File: config.mk
export PLATFORM = sky130hd
export DESIGN_NAME = ddr3_rx_dq_lane_align
export DESIGN_NICKNAME = d
export VERILOG_FILES = /design/src/rtl/ddr3_rx_dq_lane_align.sv
export SDC_FILE = /design/constraint.sdc
export NUM_CORES = 1
export LEC_CHECK = 0
export BUFFER_PORTS_ARGS = -buffer_cell sky130_fd_sc_hd__buf_4
export CORE_MARGIN = 2
export CORE_UTILIZATION = 50
export CTS_CLUSTER_DIAMETER = 50
export CTS_CLUSTER_SIZE = 8
export DETAILED_ROUTE_END_ITERATION = 8
export PLACE_DENSITY_LB_ADDON = 0.1
export SYNTH_ARGS = -nofsm -noshare
export SYNTH_HDL_FRONTEND = slang
export SYNTH_SLANG_ARGS = --single-unit
export TNS_END_PERCENT = 1
File: constraint.sdc
create_clock -name FAB_CLK -period 2.2 [get_ports FAB_CLK]
set_input_delay 0.22 -clock FAB_CLK [delete_from_list [all_inputs] [get_ports FAB_CLK]]
set_output_delay 0.22 -clock FAB_CLK [all_outputs]
set_load 0.01 [all_outputs]
File: src/rtl/ddr3_rx_dq_lane_align.sv
// ddr3_rx_dq_lane_align
// Read-path word aligner and delay trainer for one DDR3 DQ lane IOD.
// Searches for PATTERN by bit-slipping through every rotation, then stepping
// the input delay line one tap at a time.
// Once locked, it forwards the registered RX data with a valid flag.
// Optional feature: define DDR3_RX_ALIGN_ERRCNT_EN to add ERR_COUNT. This
// output counts the mismatching words seen while LOCKED and is used for eye
// monitoring.
module ddr3_rx_dq_lane_align #(
   parameter int                 WIDTH      = 8,
   parameter logic [WIDTH-1:0]   PATTERN    = 8'h1B,
   parameter int                 SETTLE_CYC = 8,
   parameter int                 MATCH_CNT  = 16,
   parameter int                 MAX_TAPS   = 127,
   parameter int                 TAP_W      = 7,
   localparam int                SLIP_W     = (WIDTH > 1) ? $clog2(WIDTH) : 1
) (
   input  logic                  FAB_CLK,
   input  logic                  ARST_N,
   input  logic [WIDTH-1:0]      RX_DATA_IN,
   input  logic                  TRAIN_START,
   input  logic                  DELAY_LINE_OUT_OF_RANGE,
   output logic                  RX_BIT_SLIP,
   output logic                  DELAY_LINE_LOAD,
   output logic                  DELAY_LINE_MOVE,
   output logic                  DELAY_LINE_DIRECTION,
   output logic [WIDTH-1:0]      RX_DATA_OUT,
   output logic                  RX_DATA_VALID,
   output logic                  TRAIN_BUSY,
   output logic                  TRAIN_DONE,
   output logic                  TRAIN_FAIL,
`ifdef DDR3_RX_ALIGN_ERRCNT_EN
   output logic [15:0]           ERR_COUNT,
`endif
   output logic [SLIP_W-1:0]     SLIP_COUNT,
   output logic [TAP_W-1:0]      TAP_COUNT
);

   localparam int SET_W = $clog2(SETTLE_CYC + 1);
   localparam int MCH_W = $clog2(MATCH_CNT + 1);

   localparam logic [SET_W-1:0]  SETTLE_LAST = SET_W'(SETTLE_CYC - 1);
   localparam logic [MCH_W-1:0]  MATCH_LAST  = MCH_W'(MATCH_CNT - 1);
   localparam logic [SLIP_W-1:0] SLIP_LAST   = SLIP_W'(WIDTH - 1);
   localparam logic [TAP_W-1:0]  TAP_LAST    = TAP_W'(MAX_TAPS);

   typedef enum logic [2:0] {
      S_IDLE, S_LOAD, S_SETTLE, S_CHECK, S_SLIP, S_MOVE, S_LOCKED, S_FAIL
   } state_t;

   state_t              r_state;
   state_t              w_next;
   logic [SET_W-1:0]    r_settle_cnt;
   logic [MCH_W-1:0]    r_match_cnt;
   logic [SLIP_W-1:0]   r_slip_cnt;
   logic [TAP_W-1:0]    r_tap_cnt;
   logic [WIDTH-1:0]    r_rx_data;
   logic                w_match;
   logic                w_restart;

   assign w_match   = (RX_DATA_IN == PATTERN);
   // A new training run is accepted only from the resting states.
   assign w_restart = TRAIN_START &&
                      ((r_state == S_IDLE) || (r_state == S_LOCKED) || (r_state == S_FAIL));

   // State register.
   always_ff @(posedge FAB_CLK or negedge ARST_N) begin
      if (!ARST_N) r_state <= S_IDLE;
      else         r_state <= w_next;
   end

   // Next-state decode: slip through every rotation first, then step a tap.
   always_comb begin
      w_next = r_state;
      case (r_state)
         S_IDLE, S_LOCKED, S_FAIL: begin
            if (TRAIN_START) w_next = S_LOAD;
         end
         S_LOAD:   w_next = S_SETTLE;
         S_SETTLE: begin
            if (r_settle_cnt == SETTLE_LAST) w_next = S_CHECK;
         end
         S_CHECK: begin
            if (w_match) begin
               if (r_match_cnt == MATCH_LAST) w_next = S_LOCKED;
            end else if (r_slip_cnt < SLIP_LAST) begin
               w_next = S_SLIP;
            end else if (DELAY_LINE_OUT_OF_RANGE || (r_tap_cnt == TAP_LAST)) begin
               w_next = S_FAIL;
            end else begin
               w_next = S_MOVE;
            end
         end
         S_SLIP, S_MOVE: w_next = S_SETTLE;
         default:        w_next = S_IDLE;
      endcase
   end

   // Settle, match, slip and tap counters; all cleared when training (re)starts.
   always_ff @(posedge FAB_CLK or negedge ARST_N) begin
      if (!ARST_N) begin
         r_settle_cnt <= '0;
         r_match_cnt  <= '0;
         r_slip_cnt   <= '0;
         r_tap_cnt    <= '0;
      end else begin
         case (r_state)
            S_IDLE, S_LOCKED, S_FAIL: begin
               if (w_restart) begin
                  r_settle_cnt <= '0;
                  r_match_cnt  <= '0;
                  r_slip_cnt   <= '0;
                  r_tap_cnt    <= '0;
               end
            end
            S_LOAD:   r_settle_cnt <= '0;
            S_SETTLE: r_settle_cnt <= r_settle_cnt + SET_W'(1);
            S_CHECK: begin
               if (w_match) r_match_cnt <= r_match_cnt + MCH_W'(1);
               else         r_match_cnt <= '0;
            end
            S_SLIP: begin
               r_slip_cnt   <= r_slip_cnt + SLIP_W'(1);
               r_settle_cnt <= '0;
            end
            S_MOVE: begin
               // The IOD rotation has wrapped, so a new tap starts from slip 0.
               r_tap_cnt    <= r_tap_cnt + TAP_W'(1);
               r_slip_cnt   <= '0;
               r_settle_cnt <= '0;
            end
            default: ;
         endcase
      end
   end

   // One-cycle data pipeline from the IOD to the controller datapath.
   always_ff @(posedge FAB_CLK or negedge ARST_N) begin
      if (!ARST_N) r_rx_data <= '0;
      else         r_rx_data <= RX_DATA_IN;
   end

`ifdef DDR3_RX_ALIGN_ERRCNT_EN
   logic [15:0] r_err_cnt;

   // Saturating count of bad words while locked, cleared on a new training run.
   always_ff @(posedge FAB_CLK or negedge ARST_N) begin
      if (!ARST_N) begin
         r_err_cnt <= '0;
      end else if (w_restart) begin
         r_err_cnt <= '0;
      end else if ((r_state == S_LOCKED) && !w_match && (r_err_cnt != 16'hFFFF)) begin
         r_err_cnt <= r_err_cnt + 16'd1;
      end
   end

   assign ERR_COUNT = r_err_cnt;
`endif

   // Pulses and status decode directly from the state, so they drop with reset.
   assign DELAY_LINE_LOAD      = (r_state == S_LOAD);
   assign RX_BIT_SLIP          = (r_state == S_SLIP);
   assign DELAY_LINE_MOVE      = (r_state == S_MOVE);
   assign DELAY_LINE_DIRECTION = (r_state == S_MOVE);
   assign TRAIN_BUSY           = (r_state == S_LOAD) || (r_state == S_SETTLE) ||
                                 (r_state == S_CHECK) || (r_state == S_SLIP) ||
                                 (r_state == S_MOVE);
   assign TRAIN_DONE           = (r_state == S_LOCKED);
   assign TRAIN_FAIL           = (r_state == S_FAIL);
   assign RX_DATA_VALID        = (r_state == S_LOCKED);
   assign RX_DATA_OUT          = r_rx_data;
   assign SLIP_COUNT           = r_slip_cnt;
   assign TAP_COUNT            = r_tap_cnt;

endmodule

## Yosys cells after proc, flatten, opt, wreduce, memory -nomap -nowiden

Index checks and enable logic that the tools add are counted.

| storage, ports and cells | value |
|---|---|
| register bits after elaboration | 30 |
| bits of input ports | 12 |
| output and inout bits | 26 |
| word-level logic and storage cells | 62 |

| cells by class | value |
|---|---|
| $add $sub $neg | 4 |
| magnitude comparators | 1 |
| equality and inequality tests | 15 |
| multiplexer cells | 16 |
| reduce and logical (&&, ||, !) cells | 20 |

Operators by type and width:

| cell | count |
|---|---|
| $mux W3 | 5 |
| $pmux W7 S2 | 1 |
| $eq A3 B3 Y1 const B | 4 |
| $pmux W3 S4 | 1 |
| $pmux W4 S3 | 1 |
| $mux W5 | 2 |
| $pmux W5 S2 | 1 |
| $pmux W3 S3 | 1 |
| $eq A8 B5 Y1 const B | 1 |
| $reduce_and A2 Y1 | 4 |
| $add A7 B1 Y7 const B | 1 |
| $eq A7 B7 Y1 const B | 1 |
| $logic_or A1 B1 Y1 | 7 |
| $mux W7 | 1 |
| $eq A3 B2 Y1 const B | 2 |
| $ne A2 B2 Y1 const B | 3 |
| $reduce_bool A3 Y1 | 2 |
| $reduce_or A3 Y1 | 2 |
| $add A5 B1 Y5 const B | 1 |
| $eq A5 B4 Y1 const B | 1 |
| $add A4 B1 Y4 const B | 1 |
| $eq A4 B3 Y1 const B | 1 |
| $mux W2 | 2 |
| $mux W4 | 1 |
| other kinds (8) | 9 |

## Logic depth before layout (Yosys ltp)

Gate-level depths: netlist of run 1.

| logic depth | value |
|---|---|
| word-level depth | 6 |
| gate-level depth with buffers | 6 |
| mapped depth without buffers | 5 |

## Worst setup path before layout of run 1

OpenSTA, ideal clock, no wires.

| timing | value |
|---|---|
| kind | register to register |
| from | register r_match_cnt[0] |
| to | register r_state[0] |
| setup time | 0.125 ns |
| data arrival time | 1.434 ns |
| required time | 2.075 ns |
| slack | 0.641 ns |
| stages on the path, launching flop included | 6 |
| buffers on the path | 0 |
| clock period less this slack | 1.559 ns |
| cells stage by stage | dfrtp_1 > ha_1 > and3_1 > ha_1 > o21a_1 > mux2_4 |

| on the way | value |
|---|---|
| longest elaborated chain between the ends | 3 |

Ends and longest elaborated chain:

| element | RTL line | source |
|---|---|---|
| start: declaration | 54 | `logic [MCH_W-1:0] r_match_cnt;` |
| start signal: assignment | 119 | `if (w_match) r_match_cnt <= r_match_cnt + MCH_W'(1);` |
| $eq A5 B4 Y1 | 85 | `if (r_match_cnt == MATCH_LAST) w_next = S_LOCKED;` |
| $ne A3 B3 Y1 (no line) | -- |  |
| $reduce_and A3 Y1 (no line) | -- |  |
| end signal: assignment | 69 | `else r_state <= w_next;` |
| end: declaration | 51 | `state_t r_state;` |

Every way passes these cells.
A chain may end at the register's enable or synchronous reset.

## Worst setup path after layout of run 1

| timing | value |
|---|---|
| from | register r_state[0] |
| to | output port TRAIN_BUSY |

| on the way | value |
|---|---|
| longest elaborated chain between the ends | 5 |
| elaborated cells between the ends (all ways) | 9 |
| classes of those cells | eq/ne (5); reduce/logical (4) |

Ends and longest elaborated chain:

| element | RTL line | source |
|---|---|---|
| $eq A3 B1 Y1 or $eq A3 B2 Y1 (tied branches) | 165 | `assign TRAIN_BUSY = (r_state == S_LOAD) \|\| (r_state == S_SETTLE) \|\|` |
| $logic_or A1 B1 Y1 (2 in a row) | 165 |  |
| $logic_or A1 B1 Y1 | 166 | `(r_state == S_CHECK) \|\| (r_state == S_SLIP) \|\|` |
| $logic_or A1 B1 Y1 * | 166 |  |
| end: declaration | 29 | `output logic TRAIN_BUSY,` |

Every way passes the cells marked *; elsewhere a longest branch is shown, timed or not.

==> results of run 1 <==
-- routing by layer --
| metal | vias to the layer above | global-route usage [%] | wire [µm] |
|---|---|---|---|
| met5 | - | 0 | 0 |
| met4 | 0 | 8.89 | 84 |
| met3 | 10 | 5.84 | 187 |
| met2 | 43 | 34.6 | 1670 |
| met1 | 645 | 25.3 | 1390 |
| li1 | 659 | - | - |
-- power by group through the flow --
stage                     combinational [µW]  clock, µW  sequential [µW]
after floorplan                          640          0              739
after global placement                   778          0              811
after detailed placement                 796          0              819
after CTS                                816        588              807
after global routing                     898        611              836
final                                    809        571              813
-- Yosys cell counts (all sizes together), types with 2 or more instances --
library cell / instances
inv: 6
a31oi: 2
dfrtp: 30
nand2b: 3
nor3: 6
a22o: 5
nor2: 7
o21bai: 2
xor2: 3
mux2: 3
a22oi: 2
o21ai: 15
nand2: 14
nand3: 4
nor2b: 2
a21oi: 8
ha: 5
nand4: 3
and3: 3
buf: 8
and3b: 2
o211ai: 2
or3b: 2
-- critical path, delay by kind of cell (launching register included) --
family	cells	cell delay (ns)
compound gates	1	0.30
buf+inv	2	0.43
flops	1	0.60
simple gates	1	0.07
-- timing repair --
| action | CTS | global route |
|---|---|---|
| resized for setup | 0 | 1 |
| endpoints found under the setup margin | 0 | 1 |
| endpoints found under the hold margin | 38 | 0 |
| hold buffers | 9 | 0 |
-- state kept, by name (all words and copies together) (netlist names) --
register,count
SLIP_COUNT,3
r_state,3
RX_DATA_OUT,8
r_settle_cnt,4
TAP_COUNT,7
r_match_cnt,5
-- metrics by stage --
step | utilization [%] | std cells
6_report | 68.5 | 247
5_1_grt | 68.5 | 247
4_1_cts | 68.5 | 247
3_5_place_dp | 61.8 | 230
3_3_place_gp | 61.8 | 230
2_1_floorplan | - | 156
-- cells by family (layout without fill, tap and decap cells) --
group,count (synthesis),after routing,synth area share [%]
AOI/OAI and AO/OA,46,46,19.1
xor gates and xnor gates,4,4,2.21
adders and majority gates,5,5,3.95
buffers and inverters,15,62,5.29
DFF,30,30,47.4
muxes,4,4,3.00
and+or+nand+nor,52,52,19.1
-- worst min path at each step --
stage | startpoint | to | slack (ns) | depth (start not counted)
after detailed placement | ARST_N | RX_DATA_OUT[5] | 0.17 | 1
after floorplan | ARST_N | RX_DATA_OUT[0] | -0.08 | 0
after CTS | TRAIN_START | TAP_COUNT[4] | 0.15 | 2
final | TRAIN_START | TAP_COUNT[4] | 0.16 | 2
after global routing | TRAIN_START | TAP_COUNT[4] | 0.16 | 2
after global placement | ARST_N | RX_DATA_OUT[4] | 0.16 | 1
-- final cells by class --
class                   count  area (µm²)  area share, %
clock buffers               6        51.3           2.47
clock inverters             2        60.1           2.90
inverters                   6        22.5           1.09
multi-input cells         111         751           36.2
flip-flops and latches     30         752           36.2
well taps                  44        55.1           2.65
repair buffers             48         383           18.5
==> metrics.md, run 1 <==
| Metric | Value |
|---|---|
| Outcome | `completed` |
| Distinct cells, synth | `48` |
| Worst Path Arrival | `1.73 ns` |
| Async SR Flop Fraction | `100%` |
| DR pass1 iterations | `4` |
| Post-CTS Setup Inserts | `0` |
| Switching share of power | `35.0%` |
| Die height | `60.3 µm` |
| Crit path kind | `flip-flop to output port` |
| Synthesis Warnings | `0` |
| Reg2Reg Depth | `5` |
| Port Buffers | `37` |
| Critical Path Source | `r_state[0]` |
| Cts bufs inserted | `5` |
| Final period utilization | `88.9%` |
| Clk slew on worst S/H paths | `0.09 ns` |
| Worst-path cell chain | `buf_4 > nor3_1 > a21oi_1 > buf_4` |
| Least-Margin Pin Slew | `0.409 ns` |
| Worst R2R Setup Slack | `0.44 ns` |
| Crit path launch type | `flip-flop` |
| TritonCTS clock tree | `built` |
| Root buffer cell | `clkbuf_4` |
| Setup crit end | `TRAIN_BUSY` |
| Slack of the critical path | `0.245 ns` |
| First-pass GRT wire length | `5.54 mm` |
| FF-to-FF Start | `r_state[1]` |
| Vias per Instance | `5.49` |
| Layout area overhead | `30.9%` |
| CP Max Fanout | `11` |
| Worst VDD drop | `0.553 mV` |
| Yosys top cell area share | `47.4%` |
| Die W | `60.3 µm` |
| Grt total ovfl | `0` |
| Gpl congestion | `0.851` |
| Share of post-route cells with drive strength above 1 | `27.6%` |
| Max Slew Vio Count | `0` |
| Hold Crit Class | `input port to flip-flop` |
| Core ar. | `0.00303 mm²` |
| Sequential power share | `37.1%` |
| Reg-to-Reg End | `TAP_COUNT[6]` |
| Slowest cell on the critical path | `dfrtp_1` |
| # diodes | `0` |
| Max Fclk | `0.512 GHz` |
| Number of synthesized flops with an enable pin | `0` |
| Max Cap Viol | `0` |
| Cells after Synth | `156` |
| Initial antenna violation count | `0` |
| Total GRT Usage | `20.8%` |
| Post-route cell area | `0.00207 mm²` |
| Critical path required time | `1.98 ns` |
| Worst Clk Skew | `0.00394 ns` |
| Setup TNS Final | `0 ns` |
| Clk_lat worst skew | `0.32 ns` |
| CTS H-Tree Depth | `2` |
| Power Dens Cells | `1060 mW/mm²` |
| Fin. Hold Viols | `0` |
| Slew HR | `72.6%` |
| Mapped Nets | `173` |
| Delay of the slowest critical-path stage | `0.60 ns` |
| Remaining antenna violation count | `0` |
| Placement Rows | `20` |
| Synthesized area | `0.00159 mm²` |
| Gate power share | `36.9%` |
| Fin crit period | `1.95 ns` |
| CP Capture Type | `output port` |
| Vias | `1357` |
| Leakage | `0.00100 µW` |
| Sink Count | `30` |
| RSZ-0062 raised after global routing | `false` |
| Syn Area/Cell | `10.2 µm²` |
| Worst slack at placement | `0.396 ns` |
| Fin nets | `219` |
| P_int | `1430 µW` |
| Post-synthesis register bit count | `30` |
| Fillers | `242` |
| Hold slack | `0.165 ns` |
| Clock share of power | `26.0%` |
| Initial core utilization | `52.4%` |
| Register area share after synthesis | `47.4%` |
| Largest net degree at the start of global routing | `31` |
| Most frequent CP cell | `buf_4` |
| Most frequent cells in the layout | `39 x buf_4, 29 x dfrtp_1, 14 x nand2_1, 14 x o21ai_0, 9 x dlygate4sd3_1` |
| Area contributors post-synth | `dfrtp_1 47%, o21ai_0 4.4%, ha_1 3.9%` |
| Post-DR wirelength/cell | `13.5 µm` |
| # setup viols final | `0` |
| Cell taking the most area after synthesis | `dfrtp_1` |
| Die ar. | `0.00364 mm²` |
| Synth Flop Type | `dfrtp_1` |
| DRC Markers | `0` |
| Ports | `38` |
| Initial drt markers | `59` |
| Max clock buf depth | `2` |
| Post-DP Area | `0.00187 mm²` |
| Tot Pwr | `2190 µW` |
| DP HPWL | `2.31 mm` |
| Routed WL | `3.33 mm` |
| Most common cell after layout, fill and taps aside | `buf_4` |
| Number of global-route vias before repair | `1270` |
| NetSw | `767 µW` |
No activity file was read; power rests on OpenSTA's default activity.
==> run 2: changes to the inputs <==
--- a/config.mk
+++ b/config.mk
@@ -5,6 +5,7 @@
 export SDC_FILE = /design/constraint.sdc
 export NUM_CORES = 1
 export LEC_CHECK = 0
+export ABC_AREA = 1
 export BUFFER_PORTS_ARGS = -buffer_cell sky130_fd_sc_hd__buf_4
 export CORE_MARGIN = 2
 export CORE_UTILIZATION = 50
==> metrics.md, run 2 <==
| Metric | Value |
|---|---|
| Outcome | `completed` |
| Initial antenna violation count | `0 (unchanged)` |
| Max clock buf depth | `2 (unchanged)` |
| Gpl congestion | `0.823 (-3.3%)` |
| Synthesized area | `0.00147 mm² (-7.4%)` |
| Sink Count | `30 (unchanged)` |
| Post-DR wirelength/cell | `11.7 µm (-13%)` |
| Max Cap Viol | `0 (unchanged)` |
| DR pass1 iterations | `4 (unchanged)` |
| Final cell utilization of the core | `69.8% (+1.3 points)` |
| Remaining antenna violation count | `0 (unchanged)` |
| Fin crit period | `1.73 ns (-0.229 ns)` |
| Power Dens Cells | `991 mW/mm² (-6.2%)` |
| Fin. Hold Viols | `0 (unchanged)` |
| DP HPWL | `2.17 mm (-5.7%)` |
| Cell taking the most area after synthesis | `dfrtp_1` |
| Async SR Flop Fraction | `100% (unchanged)` |
| Slack of the critical path | `0.474 ns (+0.229 ns)` |
| CTS H-Tree Depth | `2 (unchanged)` |
| FF-to-FF Start | `r_state[2]` |
| Clk_lat worst skew | `0.32 ns (about the same)` |
| Post-synthesis register bit count | `30 (unchanged)` |
| Fillers | `229 (-5.4%)` |
| Yosys top cell area share | `51.2% (+3.8 points)` |
| Core ar. | `0.00278 mm² (-8.1%)` |
| Die W | `58.2 µm (-3.5%)` |
| Initial core utilization | `52.8% (+0.41 points)` |
| Hold Crit Start | `TRAIN_START` |
| Die height | `58.2 µm (-3.5%)` |
| Area contributors post-synth | `dfrtp_1 51%, nand2_1 11%, inv_1 6.9%` |
| # setup viols final | `0 (unchanged)` |
| Number of global-route vias before repair | `1167 (-8.1%)` |
| Synth Area in Adders | `4.26% (+0.32 points)` |
| CP Max Fanout | `8 (-3)` |
| Fin nets | `239 (+9.1%)` |
| Largest family of logic cells by synthesized area | `simple AND/OR/NAND/NOR gates` |
| Critical Path Source | `r_state[1]` |
| Crit path kind | `flip-flop to output port` |
| Most frequent cells in the layout | `44 x nand2_1, 37 x buf_4, 30 x dfrtp_1` |
| Most common cell in the netlist | `nand2_1` |
| RSZ-0062 raised after global routing | `false` |
| Slowest cell on the critical path | `dfrtp_1` |
| First-pass GRT wire length | `4.95 mm (-11%)` |
| Mux contribution to synthesized area | `0% (-3.0 points)` |
| Max FFs per register | `8 (unchanged)` |
| Critical path required time | `1.98 ns (about the same)` |
| Routed WL | `2.97 mm (-11%)` |
| Final period utilization | `78.5% (-10 points)` |
| Most frequent CP cell | `inv_1` |
| Max Slew Vio Count | `0 (unchanged)` |
| Total GRT Usage | `19.9% (-0.95 points)` |
| Ports | `38 (unchanged)` |
| Leakage | `0.00101 µW (+0.48%)` |
| Worst slack at placement | `0.742 ns (+0.346 ns)` |
| DRC Markers | `0 (unchanged)` |
| Clk slew on worst S/H paths | `0.09 ns (about the same)` |
| Grt total ovfl | `0 (unchanged)` |
| Max Fclk | `0.579 GHz (+13%)` |
| Worst-path cell chain | `inv_1 > nand2_1 > inv_1 > nand2_1 > inv_1 > buf_4` |
| Commonest cells in the netlist | `44 x nand2_1, 30 x dfrtp_1, 27 x inv_1, 15 x o21ai_0, 11 x nor2_1` |
| Number of synthesized flops with an enable pin | `0 (unchanged)` |
| Fraction of the mapped netlist area in compound gates | `11.8% (-7.3 points)` |
| Synth Flop Type | `dfrtp_1` |
| Worst VDD drop | `0.884 mV (+60%)` |
| Largest net degree at the start of global routing | `31 (unchanged)` |
| Cells after Synth | `171 (+9.6%)` |
| Delay of the slowest critical-path stage | `0.43 ns (-0.17 ns)` |
| Initial drt markers | `37 (-37%)` |
| Vias | `1234 (-9.1%)` |
| Setup TNS Final | `0 ns (unchanged)` |
| Cts bufs inserted | `5 (unchanged)` |
| Synthesis Warnings | `0 (unchanged)` |
| Root buffer cell | `clkbuf_4` |
| Distinct cells, synth | `27 (-44%)` |
| Crit path launch type | `flip-flop` |
| Syn Area/Cell | `8.58 µm² (-16%)` |
| Post-CTS Setup Inserts | `0 (unchanged)` |
| Most common cell after layout, fill and taps aside | `nand2_1` |
| Layout area overhead | `32.2%` |
| Share of post-route cells with drive strength above 1 | `25.7% (-1.9 points)` |
| Register area share after synthesis | `51.2% (+3.8 points)` |
| Mapped Nets | `188 (+8.7%)` |
| # diodes | `0 (unchanged)` |
| Die ar. | `0.00338 mm² (-6.9%)` |
| TritonCTS clock tree | `built` |
| Post-Synth Simple-Gate Area | `22.2% (+3.1 points)` |
| CP Capture Type | `output port` |
| Placement Rows | `19 (-5.0%)` |
| Hold Crit Class | `input port to flip-flop` |
| Synth Area in XOR/XNOR | `2.39% (+0.18 points)` |
| Least-Margin Pin Slew | `0.374 ns (-0.0349 ns)` |
| Worst Path Arrival | `1.51 ns (-0.22 ns)` |
| Slew HR | `75.1% (+2.5 points)` |
| Worst Clk Skew | `0.00345 ns (-0.000495 ns)` |
| Port Buffers | `37 (unchanged)` |
| Vias per Instance | `4.88 (-11%)` |
[run 2: layer usage]
| layer | share of wire, % | wire [µm] | global-route usage (%) | up-vias |
|---|---|---|---|---|
| met5 | 0 | 0 | 0 | - |
| met4 | 1.6 | 47 | 7.97 | 0 |
| met3 | 4.8 | 142 | 6.03 | 5 |
| met2 | 51 | 1530 | 35.9 | 25 |
| met1 | 42 | 1250 | 21.6 | 560 |
| li1 | - | - | - | 644 |
[run 2: what timing repair did]
action                    in CTS  in global routing
hold endpoints to repair      37                  1
hold buffers                   8                  1
resized for setup              0                  0
[run 2: worst paths after layout]
kind | end | slack, ns | cells past startpoint
setup / recovery | DELAY_LINE_DIRECTION | 0.47 | 6
hold / removal | r_match_cnt[3] | 0.25 | 4
setup reg to reg | r_match_cnt[4] | 0.73 | 7
hold reg to reg | r_settle_cnt[1] | 0.53 | 2
max in group asynchronous | r_settle_cnt[0] | 1.57 | 2
min in group asynchronous | TAP_COUNT[0] | 0.35 | 2
[run 2: critical path: cells and delay by family (launching register included)]
kind                   cells  cell delay [ns]
buffers and inverters      4             0.55
DFF                        1             0.43
and+or+nand+nor            2             0.20
[run 2: where the power goes]
group	internal (µW)	total, µW	switching (µW)
Clock	264	448	183
Combinational	293	768	476
Sequential	628	708	79.2
[run 2: final cells by class]
class	instances	area, µm²	share of cell area [%]
clock buffers	6	51.3	2.64
multi-input cells	111	597	30.8
flip-flops and latches	30	751	38.7
repair buffers	46	368	19.0
inverters	28	105	5.42
well taps	31	38.8	2.00
clock inverters	1	30.0	1.55
[run 2: cell families after synthesis]
kind of cell | Yosys count
AO/OA/AOI/OAI | 30
XOR/XNOR | 4
buffers and inverters | 30
AND/OR/NAND/NOR | 72
adder cells (fa/ha/maj) | 5
flip-flops | 30
[run 2: through the flow]
step	instances	instance area [µm²]	power [µW]	hold slack, ns
floorplan	171	1470	1220	-0.0756
global placement	237	1770	1460	0.162
detailed placement	237	1770	1480	0.170
CTS	252	1930	1940	0.000602
global route	253	1940	2070	0.263
finish	253	1940	1920	0.248
==> run 3: changes to the inputs <==
==> constraint.sdc (replaced) <==
create_clock -name FAB_CLK -period 1.7 [get_ports FAB_CLK]
set_input_delay 0.17 -clock FAB_CLK [delete_from_list [all_inputs] [get_ports FAB_CLK]]
set_output_delay 0.17 -clock FAB_CLK [all_outputs]
set_load 0.01 [all_outputs]
==> metrics.md, run 3 (synthesis gave the netlist of run 2 again) <==
| Metric | Value |
|---|---|
| TritonCTS clock tree | `built` |
| Die height | `58.2 µm (unchanged)` |
| CP Max Fanout | `6 (-2)` |
| Core ar. | `0.00278 mm² (unchanged)` |
| Initial core utilization | `52.8% (unchanged)` |
| Initial drt markers | `45 (+22%)` |
| Critical Path Source | `r_state[0]` |
| CP Capture Type | `output port` |
| CTS H-Tree Depth | `2 (unchanged)` |
| Port Buffers | `37 (unchanged)` |
| Vias | `1256 (+1.8%)` |
| Fin nets | `242 (+1.3%)` |
| Grt total ovfl | `0 (unchanged)` |
| Fillers | `228 (-0.44%)` |
| Largest net degree at the start of global routing | `31 (unchanged)` |
| Die W | `58.2 µm (unchanged)` |
| Cts bufs inserted | `5 (unchanged)` |
| DRC Markers | `0 (unchanged)` |
| Slew HR | `74.8% (-0.34 points)` |
| Gpl congestion | `0.823 (unchanged)` |
| Critical path required time | `1.53 ns (-0.45 ns)` |
| Hold Crit Class | `input port to flip-flop` |
| Outcome | `completed` |
| Post-DR wirelength/cell | `11.6 µm (-1.4%)` |
| Root buffer cell | `clkbuf_4` |
| Fin crit period | `1.62 ns` |
| Leakage | `0.00102 µW (+1.1%)` |
| Crit path kind | `flip-flop to output port` |
| Final period utilization | `95.5%` |
| Max FFs per register | `8 (unchanged)` |
| Most frequent cells in the layout | `44 x nand2_1, 40 x buf_4, 29 x dfrtp_1` |
| Max Fclk | `0.616 GHz` |
| Setup TNS Final | `0 ns (unchanged)` |
| Clk_lat worst skew | `0.32 ns (about the same)` |
| DR pass1 iterations | `4 (unchanged)` |
| Max Slew Vio Count | `0 (unchanged)` |
| Number of global-route vias before repair | `1168 (+0.086%)` |
| Placement Rows | `19 (unchanged)` |
| RSZ-0062 raised after global routing | `false` |
| # diodes | `0 (unchanged)` |
| Routed WL | `2.96 mm (-0.27%)` |
| Least-Margin Pin Slew | `0.379 ns (+0.00504 ns)` |
| Worst Path Arrival | `1.45 ns (-0.06 ns)` |
| # setup viols final | `0 (unchanged)` |
| Clk slew on worst S/H paths | `0.09 ns (about the same)` |
| Worst Clk Skew | `0.00516 ns (+0.00171 ns)` |
| Layout area overhead | `34.2%` |
| FF-to-FF Start | `r_state[0]` |
| Max clock buf depth | `2 (unchanged)` |
| Die ar. | `0.00338 mm² (unchanged)` |
| Hold Crit Start | `TRAIN_START` |
| Crit path launch type | `flip-flop` |
| Total GRT Usage | `19.5% (-0.44 points)` |
| Tot Pwr | `2580 µW (+34%)` |
| Power Dens Cells | `1310 mW/mm² (+32%)` |
| Ports | `38 (unchanged)` |
| Share of post-route cells with drive strength above 1 | `27.6% (+1.9 points)` |
| Worst VDD drop | `1.20 mV (+36%)` |
| Sink Count | `30 (unchanged)` |
| Remaining antenna violation count | `0 (unchanged)` |
| Fin. Hold Viols | `0 (unchanged)` |
| Most common cell after layout, fill and taps aside | `nand2_1` |
| Cell count after placement | `237 (unchanged)` |
| DP HPWL | `2.17 mm (unchanged)` |
| Vias per Instance | `4.91 (+0.59%)` |
| Initial antenna violation count | `0 (unchanged)` |
| Non-Filler Instances | `256 (+1.2%)` |
| First-pass GRT wire length | `4.88 mm (-1.4%)` |
| Max Cap Viol | `0 (unchanged)` |
run 3: cell type report:
class	count	area, µm²	area share (%)
Clock buffer	6	51.3	2.60
Clock inverter	1	30.0	1.52
Inverter	28	105	5.34
Multi-Input combinational cell	111	602	30.6
Sequential cell	30	752	38.2
Tap cell	31	38.8	1.97
Timing Repair Buffer	49	390	19.8
run 3: timing repair:
action,in CTS,in global routing
resized for setup,0,3
endpoints found under the hold margin,38,0
setup buffers,0,3
hold buffers,9,0
setup endpoints to repair,0,3
run 3: path summary, 6_finish.rpt:
path,end,cells past startpoint,slack (ns)
worst max-delay path,TRAIN_BUSY,5,0.08
worst min-delay path,r_match_cnt[3],4,0.20
worst max register to register,r_match_cnt[4],7,0.14
worst min register to register,r_settle_cnt[1],2,0.53
max in group asynchronous,r_state[0],2,1.11
min in group asynchronous,TAP_COUNT[0],2,0.30
run 3: worst max-delay path: stages (launching register included):
cell and delay [ns]:
dfrtp_2 0.47, inv_2 0.13, o21ai_1 0.13, nor2_4 0.19, inv_1 0.07, buf_4 0.14
run 3: routing by layer:
metal  vias up  GRT usage [%]  part of all wire (%)
met5         -              0                     0
met4         0           7.97                   1.6
met3         5           6.03                   4.3
met2        25           35.1                    51
met1       577           21.0                    43
li1        649              -                     -
run 3: power breakdown:
| group | switching, µW | internal, µW | total (µW) |
|---|---|---|---|
| clock | 234 | 342 | 576 |
| sequential | 105 | 816 | 920 |
| combinational | 643 | 440 | 1080 |
| total | 982 | 1600 | 2580 |
run 3: stage by stage:
| step | utilization [%] | hold WS, ns | cell area, µm² | setup WS [ns] |
|---|---|---|---|---|
| 3_5_place_dp | 63.6 | 0.120 | 1770 | 0.242 |
| 3_3_place_gp | 63.6 | 0.112 | 1770 | 0.287 |
| 6_report | 70.8 | 0.201 | 1970 | 0.0764 |
| 4_1_cts | 69.8 | 0.194 | 1940 | 0.00331 |
| 2_1_floorplan | - | -0.126 | 1470 | 0.315 |
| 5_1_grt | 70.8 | 0.212 | 1970 | 0.00754 |
